$ cat src/rtl/lcd_ctrl_pkg.sv
// Shared types and codes for the HD44780 sequencing controller.
// Holds FSM encodings, command/row codes and the per-state transfer settings.
package lcd_ctrl_pkg;

  typedef enum logic [3:0] {
    StPwrup,
    StInitFs,
    StInitDon,
    StInitEm,
    StClr,
    StRow1,
    StAddr,
    StRow2,
    StRefresh
  } fsm_e;

  localparam logic [1:0] CMD_CLEAR = 2'd0;
  localparam logic [1:0] CMD_DON   = 2'd1;
  localparam logic [1:0] CMD_EM    = 2'd2;
  localparam logic [1:0] CMD_FS    = 2'd3;

  localparam logic [1:0] ROW_NUM   = 2'd0;
  localparam logic [1:0] ROW_OP    = 2'd1;
  localparam logic [1:0] ROW_BLANK = 2'd2;

  typedef struct packed {
    logic       rs;
    logic [1:0] init_sel;
    logic       data_sel;
    logic       db_sel;
    logic [1:0] row;
    logic       long_wait;
  } xfer_t;

  // Successor of each single-transfer state; row states sequence themselves.
  function automatic fsm_e next_cmd(fsm_e st);
    fsm_e nxt;
    case (st)
      StInitFs:  nxt = StInitDon;
      StInitDon: nxt = StInitEm;
      StInitEm:  nxt = StClr;
      StClr:     nxt = StRow1;
      StAddr:    nxt = StRow2;
      default:   nxt = st;
    endcase
    return nxt;
  endfunction

  // Select/RS settings presented for the whole of a transfer issued from st.
  function automatic xfer_t xfer_cfg(fsm_e st);
    xfer_t x;
    x.rs        = 1'b0;
    x.init_sel  = CMD_FS;
    x.data_sel  = 1'b0;
    x.db_sel    = 1'b1;
    x.row       = ROW_BLANK;
    x.long_wait = 1'b0;
    case (st)
      StInitDon: x.init_sel = CMD_DON;
      StInitEm:  x.init_sel = CMD_EM;
      StClr: begin
        x.init_sel  = CMD_CLEAR;
        x.long_wait = 1'b1;
      end
      StRow1: begin
        x.rs       = 1'b1;
        x.data_sel = 1'b1;
        x.row      = ROW_NUM;
      end
      // Cursor address goes through the character path with the fixed 0xCC byte.
      StAddr: begin
        x.data_sel = 1'b1;
        x.db_sel   = 1'b0;
      end
      StRow2: begin
        x.rs       = 1'b1;
        x.data_sel = 1'b1;
        x.row      = ROW_OP;
      end
      default: ;
    endcase
    return x;
  endfunction

endpackage

$ cat src/rtl/lcd_bus_timer.sv
// One LCD bus write: setup, E high, hold, then the command execution wait.
// The start cycle is the first setup cycle; done marks the last wait cycle.
module lcd_bus_timer #(
  parameter int unsigned TSU_CYC = 2,
  parameter int unsigned E_CYC   = 12,
  parameter int unsigned TH_CYC  = 1,
  parameter int unsigned CMD_CYC = 2000,
  parameter int unsigned CLR_CYC = 82000,
  parameter int unsigned CW      = 24
) (
  input  logic clk,
  input  logic rst_n,
  input  logic start,
  input  logic long_wait,
  output logic lcd_e,
  output logic done
);

  localparam logic [CW-1:0] ERise   = CW'(TSU_CYC);
  localparam logic [CW-1:0] EFall   = CW'(TSU_CYC + E_CYC);
  localparam logic [CW-1:0] LastCmd = CW'(TSU_CYC + E_CYC + TH_CYC + CMD_CYC - 1);
  localparam logic [CW-1:0] LastClr = CW'(TSU_CYC + E_CYC + TH_CYC + CLR_CYC - 1);

  logic          busy_q, busy_d;
  logic          long_q, long_d;
  logic          e_q, e_d;
  logic [CW-1:0] pos_q, pos_d;
  logic [CW-1:0] last;

  assign last  = long_q ? LastClr : LastCmd;
  assign done  = busy_q && (pos_q == last);
  assign lcd_e = e_q;

  always_comb begin
    busy_d = busy_q;
    long_d = long_q;
    pos_d  = pos_q;
    if (start) begin
      busy_d = 1'b1;
      long_d = long_wait;
      pos_d  = CW'(1);
    end else if (done) begin
      busy_d = 1'b0;
      pos_d  = '0;
    end else if (busy_q) begin
      pos_d = pos_q + CW'(1);
    end
    // E is registered from the next phase so it never glitches on the bus.
    e_d = busy_d && (pos_d >= ERise) && (pos_d < EFall);
  end

  always_ff @(posedge clk or negedge rst_n) begin
    if (!rst_n) begin
      busy_q <= 1'b0;
      long_q <= 1'b0;
      pos_q  <= '0;
      e_q    <= 1'b0;
    end else begin
      busy_q <= busy_d;
      long_q <= long_d;
      pos_q  <= pos_d;
      e_q    <= e_d;
    end
  end

endmodule

$ cat src/rtl/lcd_ctrl.sv
// Sequencer for an 8-bit HD44780 LCD: power-up wait, init, then a repeating
// frame of four digits on line 1 and four opcode characters on line 2.
module lcd_ctrl
  import lcd_ctrl_pkg::*;
#(
  parameter int unsigned PWRUP_CYC   = 750000,
  parameter int unsigned TSU_CYC     = 2,
  parameter int unsigned E_CYC       = 12,
  parameter int unsigned TH_CYC      = 1,
  parameter int unsigned CMD_CYC     = 2000,
  parameter int unsigned CLR_CYC     = 82000,
  parameter int unsigned REFRESH_CYC = 2500000,
  parameter int unsigned BLINK_CYC   = 12500000,
  parameter int unsigned CW          = 24
) (
  input  logic       clk,
  input  logic       rst_n,
  output logic       lcd_e,
  output logic       lcd_rs,
  output logic       lcd_rw,
  output logic [1:0] init_sel,
  output logic       data_sel,
  output logic       db_sel,
  output logic [1:0] state,
  output logic [1:0] index,
  output logic       blink,
  output logic       frame_done
);

  localparam logic [CW-1:0] PwrupLast   = CW'(PWRUP_CYC - 1);
  localparam logic [CW-1:0] RefreshLast = CW'(REFRESH_CYC - 1);
  localparam logic [CW-1:0] BlinkLast   = CW'(BLINK_CYC - 1);

  fsm_e          st_q;
  xfer_t         ctl_q;
  logic          start_q;
  logic [1:0]    index_q;
  logic [CW-1:0] tmr_q;
  logic [CW-1:0] blink_cnt_q;
  logic          blink_q;
  logic          bus_done;

  lcd_bus_timer #(
    .TSU_CYC(TSU_CYC),
    .E_CYC  (E_CYC),
    .TH_CYC (TH_CYC),
    .CMD_CYC(CMD_CYC),
    .CLR_CYC(CLR_CYC),
    .CW     (CW)
  ) u_bus_timer (
    .clk      (clk),
    .rst_n    (rst_n),
    .start    (start_q),
    .long_wait(ctl_q.long_wait),
    .lcd_e    (lcd_e),
    .done     (bus_done)
  );

  assign lcd_rs     = ctl_q.rs;
  assign lcd_rw     = 1'b0;
  assign init_sel   = ctl_q.init_sel;
  assign data_sel   = ctl_q.data_sel;
  assign db_sel     = ctl_q.db_sel;
  assign state      = ctl_q.row;
  assign index      = index_q;
  assign blink      = blink_q;
  assign frame_done = bus_done && (st_q == StRow2) && (index_q == 2'd0);

  always_ff @(posedge clk or negedge rst_n) begin
    if (!rst_n) begin
      st_q    <= StPwrup;
      ctl_q   <= xfer_cfg(StPwrup);
      start_q <= 1'b0;
      index_q <= 2'd3;
      tmr_q   <= '0;
    end else begin
      start_q <= 1'b0;
      unique case (st_q)
        StPwrup, StRefresh: begin
          if (tmr_q == ((st_q == StPwrup) ? PwrupLast : RefreshLast)) begin
            tmr_q   <= '0;
            st_q    <= (st_q == StPwrup) ? StInitFs : StClr;
            ctl_q   <= xfer_cfg((st_q == StPwrup) ? StInitFs : StClr);
            start_q <= 1'b1;
          end else begin
            tmr_q <= tmr_q + CW'(1);
          end
        end
        StInitFs, StInitDon, StInitEm, StClr, StAddr: begin
          if (bus_done) begin
            st_q    <= next_cmd(st_q);
            ctl_q   <= xfer_cfg(next_cmd(st_q));
            start_q <= 1'b1;
          end
        end
        StRow1, StRow2: begin
          if (bus_done) begin
            if (index_q != 2'd0) begin
              index_q <= index_q - 2'd1;
              start_q <= 1'b1;
            end else if (st_q == StRow1) begin
              index_q <= 2'd3;
              st_q    <= StAddr;
              ctl_q   <= xfer_cfg(StAddr);
              start_q <= 1'b1;
            end else begin
              // Frame complete: idle with a blank row before the next clear.
              index_q <= 2'd3;
              tmr_q   <= '0;
              st_q    <= StRefresh;
              ctl_q   <= xfer_cfg(StRefresh);
            end
          end
        end
        default: st_q <= StPwrup;
      endcase
    end
  end

  always_ff @(posedge clk or negedge rst_n) begin
    if (!rst_n) begin
      blink_cnt_q <= '0;
      blink_q     <= 1'b0;
    end else if (blink_cnt_q == BlinkLast) begin
      blink_cnt_q <= '0;
      blink_q     <= ~blink_q;
    end else begin
      blink_cnt_q <= blink_cnt_q + CW'(1);
    end
  end

endmodule
$ cat config.mk
export PLATFORM = sky130hd
export DESIGN_NAME = lcd_ctrl
export DESIGN_NICKNAME = d
export VERILOG_FILES = /design/src/rtl/lcd_ctrl_pkg.sv /design/src/rtl/lcd_bus_timer.sv /design/src/rtl/lcd_ctrl.sv
export SDC_FILE = /design/constraint.sdc
export NUM_CORES = 1
export LEC_CHECK = 0
export ABC_AREA = 1
export BUFFER_PORTS_ARGS = -buffer_cell sky130_fd_sc_hd__buf_4
export CORE_MARGIN = 1.5
export CORE_UTILIZATION = 51
export CTS_CLUSTER_DIAMETER = 80
export DETAILED_ROUTE_END_ITERATION = 12
export MAX_ROUTING_LAYER = met4
export PLACE_DENSITY_LB_ADDON = 0.15
export SLEW_MARGIN = 40
export SYNTH_ARGS = -nofsm -noshare
export SYNTH_HDL_FRONTEND = slang
export SYNTH_SLANG_ARGS = --single-unit
export TNS_END_PERCENT = 1
$ cat constraint.sdc
create_clock -name clk -period 2.62 [get_ports clk]
set_input_delay 0.524 -clock clk [delete_from_list [all_inputs] [get_ports clk]]
set_output_delay 0.524 -clock clk [all_outputs]
set_load 0.01 [all_outputs]
* Yosys cells after proc, flatten, opt, wreduce, memory -nomap -nowiden
Cells that the tools add are included.
** Cells by class
- Add/subtract/negate cells :: 4
- Order comparisons :: 2
- Equal/unequal tests :: 28
- Mux-type cells :: 47
- Bitwise logic cells :: 1
- Reductions and logical operators :: 21
** Operator list (number)
- 2-to-1 mux 24 bit :: 8
- adder 24 x 1 -> 24 bit (second input constant) :: 3
- one-hot mux 24 bit (2 select lines) :: 1
- == test 4 x 3 -> 1 bit (second input constant) :: 8
- 2-to-1 mux 8 bit :: 4
- == test 24 x 22 -> 1 bit :: 1
- == test 24 bit :: 1
- == test 24 bit (second input constant) :: 1
- greater-or-equal comparator 24 x 2 -> 1 bit (second input constant) :: 1
- < comparator 24 x 4 -> 1 bit (second input constant) :: 1
- 2-to-1 mux 4 bit :: 6
- one-hot mux 8 bit (3 select lines) :: 1
- 2-to-1 mux 22 bit :: 1
- one-hot mux 4 bit (5 select lines) :: 1
- 2-to-1 mux 17 bit :: 1
- == test 4 x 2 -> 1 bit (second input constant) :: 4
- 2-to-1 mux 1 bit :: 15
- == test 3 bit (second input constant) :: 4
- one-hot mux 2 bit (3 select lines) :: 2
- one-hot mux 4 bit (3 select lines) :: 1
- inequality test 2 bit (second input constant) :: 5
- one-hot mux 2 bit (2 select lines) :: 2
- AND reduction 4 bit :: 2
- OR reduction 2 bit :: 4
- 18 further kinds :: 25
** Storage, ports and cells
- Register bits after elaboration :: 91

* Longest topological paths before layout
Gate-level depths: netlist of run 1.
- Depth after elaboration :: 10
- Gate-level depth with buffers :: 15
- Gate-level depth less buffers :: 15

* By module
Synthesis of run 1 repeated with hierarchy kept, for this count alone.
** Unflattened totals
- Cell total of the unflattened synthesis :: 861
- Area, all modules :: 6027.0 um^2
** Modules (own cells, without submodules)
- lcd_ctrl :: instances 1, cells an instance 532, area an instance 3881.2 um^2, sequential area each 1609.0 um^2
- lcd_bus_timer :: instances 1, cells an instance 329, area an instance 2145.8 um^2, sequential area each 675.6 um^2

* Worst setup path after synthesis of run 1
No wires, ideal clock.
- Path type :: register to output
- Start :: register u_bus_timer.pos_q[0]
- End :: output frame_done
- Data arrival time :: 1.401 ns
- Required time :: 2.096 ns
- Setup slack :: 0.695 ns
- Cell stages (with the launch flop) :: 11
- Buffers on the path :: 0
- Cell sequence :: dfrtp_1 inv_1 ha_1 nand2_1 a21oi_1 nand2_1 nor2_4 nand3_1 nor2_1 nand2_1 nor2_1
** On the way
- Cells in the longest elaborated chain, start to end :: 4
** Ends and longest elaborated chain
- from (decl) :: RTL line lcd_bus_timer.sv:27 : logic [CW-1:0] pos_q, pos_d;
- from (signal assigned) :: RTL line lcd_bus_timer.sv:61 : pos_q <= pos_d;
- == test 24 bit :: RTL line lcd_bus_timer.sv:31 : assign done = busy_q && (pos_q == last);
- logical AND 1 bit :: RTL line lcd_bus_timer.sv:31
- logical AND 1 bit (2 in series) :: RTL line lcd_ctrl.sv:67 : assign frame_done = bus_done && (st_q == StRow2) && (index_q == 2'd0);
- to (decl) :: RTL line lcd_ctrl.sv:27 : output logic frame_done
No other way between the ends.

* Final worst setup path of run 1
Ends and elaborated chain as after synthesis.

==> metrics.txt, run 1 <==
Gate power share 0.012; #FFs+latches synth 91; Crit-path slowest cell dfrtp_2; Yosys top cell by area dfrtp_1; Post-synth EDFFs 0; R2R depth 14; Clock power frac 0.481; die width 110 um; period utilization 0.955; Cell variety after synth 44; met1 wire length 6990 um; Final WS setup 0.117 ns; wire length on met3 between 1000 and 1500 um; Hold Vio Cnt, Final 0; end point of the critical path frame_done; Pleak between 3 and 4 nW; overall power ~0.0028 W; WP data required between 2 and 2.5 ns; status completed; hold slack between 0.15 and 0.2 ns; Inst Count DP approximately 980; routed via count roughly 5,400; share of cells above drive strength 1 0.0947; Tightest Pin Transition between 0.5 and 0.6 ns; number of global-route vias before repair 5,055; Max Cap Viol 0; critical path depth 11; Main synth FF type dfrtp_1; htree depth 3; Net Sw Power 0.000656 W; ranking of synthesized cells by area dfrtp_1 (36%), nand2_1 (14%), nor2_1 (7.7%); Max Freq 0.399 GHz; TritonCTS clock tree yes; sequential share of power 0.508; met2 routed WL around 6200 um; Pwr per Cell Area around 430 nW/um2; Routed Antenna Nets 0; DIE AREA 12,100 um2; DRC viols 0; GRT Overall Usage 0.274; Worst IR Drop VDD around 0.65 mV; relative slew slack 0.621; leading cell types by count after synthesis nand2_1 (213), nor2_1 (120), inv_1 (117); top-count cell post-synth nand2_1; nets@finish about 860; Num CTS Buffers 9; worst-path maximum fanout 6; initial DRC count around 430; CP arrival slightly below 2 ns; syn nets ~840; crit path from u_bus_timer.pos_q[0]; slowest stage delay, CP around 0.44 ns; Yosys warning count 0; RSZ-0062 raised after global routing yes; sw frac 0.237; Starting Density 0.530; insertion delay to the later sink of the worst-skew pair approximately 0.36 ns; clk sink count 91; post-place setup slack between 0.4 and 0.5 ns; crit-path cells inv_1 -> ha_1 -> nand2_1 -> a21oi_1 -> nand2_1 -> nor2_4 -> nand3_2 -> nor2_2 -> nand2_2 -> nor2_4 -> buf_6; ys async rst share 1.00; final wirelength approximately 15,000 um; setup slack, reg-to-reg approximately 0.38 ns; Power Internal 0.00211 W; WP buf/inv 2; gr ovfl total 0; Post-Syn Area 5850 um2; Yosys top cell area share 0.364; IO Pins 15; area grow syn2layout 9.65%; hold_buf cts 0; largest net degree at the start of global routing 92; Hold Path Class in -> async; Setup Viol. Count Final 0; initial antenna violation count 0; Clock Path Buffers 2; CP startpoint kind flop; GPL Wtd Cong 1.09; Critical Path End Type primary output; global-route wire length before repair between 20,000 and 25,000 um; R2R Path Start u_bus_timer.pos_q[0]; register area share after synthesis 0.391; PortBufs 13; crit path kind reg -> out; CTS root buffer clkbuf_16; core region area approximately 11,000 um2; ANT cells 0; Max Used Layer met4; Tmin final around 2.5 ns; Syn Inst Count between 800 and 900; die height about 110 um; delay-heaviest family, CP simple AND/OR/NAND/NOR gates; RR Endpoint st_q[1]; clock skew between 0.009 and 0.01 ns; vias per cell around 5.5; syn_area_per_cell approximately 7.0 um2; TritonRoute pass-1 iters 5; clock transition at the registers of the reported paths approximately 0.070 ns; # rows 38; count of pins over their slew limit 0; WL/cell about 15 um; post-DP HPWL roughly 11,000 um; number of non-filler instances in the completed layout approximately 1,000
-- worst min path at each step --
stage	from	endpoint	cells past startpoint
floorplan	rst_n	blink	0
global placement	blink	blink	1
detailed placement	blink	blink	1
CTS	rst_n	u_bus_timer.pos_q[14]	2
global route	rst_n	u_bus_timer.pos_q[17]	2
finish	rst_n	u_bus_timer.pos_q[17]	2
-- through the flow --
step	area [um2]	util	setup TNS (ns)
floorplan	5850	-	0
global placement	6080	0.551	0
detailed placement	6080	0.551	0
CTS	6380	0.578	0
global route	6410	0.581	-0.0421
finish	6410	0.581	0
-- layer usage --
layer / vias up / global-route usage
li1: 2675 / -
met2: 208 / 0.385
met5: - / -
met4: 0 / 0.0603
met3: 21 / 0.0876
met1: 2538 / 0.388
-- placed cells by master (no fill, tap or decap), types with 6 or more instances in the layout --
cell type and n:
o21ai_1 21, nand4_1 24, xor2_1 30, buf_4 17
nand2_2 6, nor2_2 7, o21ai_0 25, nor3_1 26
clkbuf_16 9, dfrtp_1 83, xnor2_1 7, nand2_1 212
nor2_1 118, nor4_1 8, dfstp_2 6, inv_1 117
nand3_1 63, a21oi_1 18
-- power groups by stage --
stage / combinational (W) / sequential [W] / clock (W)
after floorplan: 0.00000173 / 0.00143 / 0
after global placement: 0.0000336 / 0.00143 / 0
after detailed placement: 0.0000348 / 0.00143 / 0
after CTS: 0.0000345 / 0.00140 / 0.00137
after global routing: 0.0000388 / 0.00140 / 0.00142
final: 0.0000319 / 0.00140 / 0.00133
-- repair_timing --
action / in CTS / in global routing
setup buffers: 0 / 1
endpoints found under the setup margin: 0 / 1
gates resized for setup: 0 / 8
-- sequential cells by signal, indices dropped and copies added (netlist names) --
name	cells
blink	1
u_bus_timer.pos_q	24
start_q	1
u_bus_timer.busy_q	1
u_bus_timer.lcd_e	1
state	2
blink_cnt_q	24
ctl_q	1
lcd_rs	1
db_sel	1
data_sel	1
index	2
st_q	4
init_sel	2
u_bus_timer.long_q	1
tmr_q	24
-- area by class of cell --
type                    count  area [um2]
clock buffers              10         239
clock inverters             6        65.1
fillers                  1039        4620
inverters                 123         467
multi-input cells         606        3020
flip-flops and latches     91        2290
well taps                 140         175
repair buffers             19         159
-- logic make-up (layout without fill, tap and decap cells) --
| family | count (synthesis) | after routing | synth area share |
|---|---|---|---|
| buf+inv | 140 | 158 | 0.0958 |
| fa+ha+maj | 5 | 5 | 0.0107 |
| flops | 91 | 91 | 0.391 |
| xor+xnor | 37 | 37 | 0.0554 |
| simple gates | 484 | 484 | 0.370 |
| compound gates | 78 | 78 | 0.0753 |
| other cells | 1 | 1 | 0.000641 |
| mux | 1 | 1 | 0.00171 |
No activity file was read; power rests on OpenSTA's default activity.
==> run 2, diff against run 1 <==
Settings changed: CELL_PAD_IN_SITES_DETAIL_PLACEMENT from default to 2, CELL_PAD_IN_SITES_GLOBAL_PLACEMENT from default to 2, CORE_UTILIZATION 51 to 36, SLEW_MARGIN 40 to 20.
==> metrics.txt, run 2 (same netlist as run 1, synthesis figures left out) <==
status completed; GRT Overall Usage 0.257 (-0.0172); global-route wire length before repair 32,800 um (+32%); TritonRoute pass-1 iters 4 (-1); sw frac 0.250 (+0.0127); number of global-route vias before repair 6,333 (+25%); sequential share of power 0.501 (-0.007); clk sink count 91 (unchanged); Gate power share 0.013 (about the same); gr ovfl total 0 (unchanged); die width 130 um (+19%); count of pins over their slew limit 0 (unchanged); Finished Core Util 0.413 (-0.168); clock skew 0.00827 ns (-0.000779 ns); Inst Count DP 1,057 (+8.1%); Pleak 3.14 nW (+1.4%); commonest non-fill, non-tap cell in the layout nand2_1; Power Internal 0.00210 W (-0.34%); Critical Path End Type primary output; routed via count 5,684 (+4.4%); initial DRC count 174 (-60%); setup slack, reg-to-reg 0.31 ns (-0.07 ns); RR Endpoint u_bus_timer.lcd_e; IO Pins 15 (unchanged); Routed Antenna Nets 0 (unchanged); Hold Path Class in -> async; number of non-filler instances in the completed layout 1,081 (+8.6%); Net Sw Power 0.000701 W (+6.8%); DIE AREA 17,000 um2 (+40%); met1 usage in global routing 0.300 (-0.0876); Clock power frac 0.486 (+0.005); Setup Viol. Count Final 0 (unchanged); CTS root buffer clkbuf_16; GR Layer Usage met3 0.0350 (-0.0526); Largest regs blink_cnt_q x24, tmr_q x24, u_bus_timer.pos_q x24; area grow syn2layout 12.3%; R2R depth 12 (-2); WL/cell 18.6 um (+27%); initial antenna violation count 0 (unchanged); share of cells above drive strength 1 0.105 (+0.0105); DRC viols 0 (unchanged); largest net degree at the start of global routing 48 (-48%); relative slew slack 0.561 (-0.0604); PortBufs 13 (unchanged); period utilization 0.951 (-0.00408); crit path kind reg -> out; htree depth 3 (unchanged); core region area 15,900 um2 (+44%); WP data required 2.10 ns (about the same); die height 130 um (+19%); CP arrival 1.97 ns (about the same); hold_buf cts 0 (unchanged); Placed Area 6190 um2 (+1.9%); Clock Path Buffers 2 (unchanged); Pwr per Cell Area 427 nW/um2 (-1.0%); CP startpoint kind flop; insertion delay to the later sink of the worst-skew pair 0.36 ns (about the same); most frequent cells in the layout nand2_1 (212), nor2_1 (119), inv_1 (117), dfrtp_1 (82), nand3_1 (63); Tightest Pin Transition 0.654 ns (+0.0899 ns); met2 Usage GRT 0.456 (+0.0714); vias per cell 5.26 (-3.9%); final wirelength 20,200 um (+38%); ANT cells 0 (unchanged); most used routing layer met2; Worst IR Drop VDD 0.291 mV (-55%); Max Freq 0.401 GHz (+0.43%); hold slack 0.0418 ns (-0.116 ns); Tmin final 2.49 ns (-0.0107 ns); Max Cap Viol 0 (unchanged); post-DP HPWL 15,000 um (+39%); R2R Path Start u_bus_timer.pos_q[0]; Num CTS Buffers 9 (unchanged); design area 6570 um2 (+2.4%); TritonCTS clock tree yes; nets@finish 867 (+1.2%); Starting Density 0.368 (-0.162); clock transition at the registers of the reported paths 0.08 ns (about the same); Hold Vio Cnt, Final 0 (unchanged); # rows 46 (+21%); worst-path maximum fanout 7 (+1); GPL Wtd Cong 0.921 (-15%)
-- run 2: worst max-delay path: stages, from the launching register on --
cell	delay (ns)
dfrtp_1	0.55
inv_1	0.09
nor2_1	0.14
nand3_1	0.13
nand2_2	0.15
nand3_2	0.11
nor2_2	0.10
nand2_1	0.09
nor2_1	0.11
buf_4	0.14
-- run 2: worst max path at each step --
| stage | depth (start not counted) | slack (ns) | startpoint | end |
|---|---|---|---|---|
| global placement | 9 | 0.34 | u_bus_timer.long_q | frame_done |
| finish | 9 | 0.13 | u_bus_timer.pos_q[8] | frame_done |
| global route | 11 | -0.03 | u_bus_timer.pos_q[0] | frame_done |
| detailed placement | 11 | 0.33 | blink_cnt_q[0] | blink_cnt_q[20] |
| floorplan | 10 | 0.69 | u_bus_timer.pos_q[0] | frame_done |
| CTS | 8 | 0.03 | u_bus_timer.pos_q[19] | frame_done |
-- run 2: stage by stage --
stage	power [W]	setup TNS (ns)	setup WS (ns)
2_1_floorplan	0.00143	0	0.695
3_3_place_gp	0.00147	0	0.341
3_5_place_dp	0.00147	0	0.330
4_1_cts	0.00284	0	0.0313
5_1_grt	0.00289	-0.0279	-0.0279
6_report	0.00280	0	0.127
-- run 2: routing by layer --
| metal | vias to the layer above | share of wire |
|---|---|---|
| met4 | 0 | 0.023 |
| li1 | 2702 | - |
| met3 | 30 | 0.019 |
| met5 | - | 0 |
| met2 | 59 | 0.52 |
| met1 | 2893 | 0.44 |
-- run 2: timing repair --
item	CTS	global route
gates resized for setup	1	6
pin swaps	0	1
buffers inserted	1	7
setup endpoints to repair	1	1
-- run 2: layout make-up --
class / instances / area, um2
clock buffer: 10 / 239
clock inverter: 6 / 55.1
fill: 1924 / 9320
inverter: 123 / 467
multi-input combinational: 606 / 3020
sequential: 91 / 2290
tap: 216 / 270
timing repair buffer: 29 / 230
-- run 2: power by group through the flow --
stage | Sequential [W] | Combinational [W] | Clock, W
6_report | 0.00140 | 0.0000358 | 0.00136
5_1_grt | 0.00140 | 0.0000418 | 0.00145
4_1_cts | 0.00140 | 0.0000384 | 0.00140
3_5_place_dp | 0.00143 | 0.0000386 | 0
3_3_place_gp | 0.00143 | 0.0000371 | 0
2_1_floorplan | 0.00143 | 0.00000173 | 0
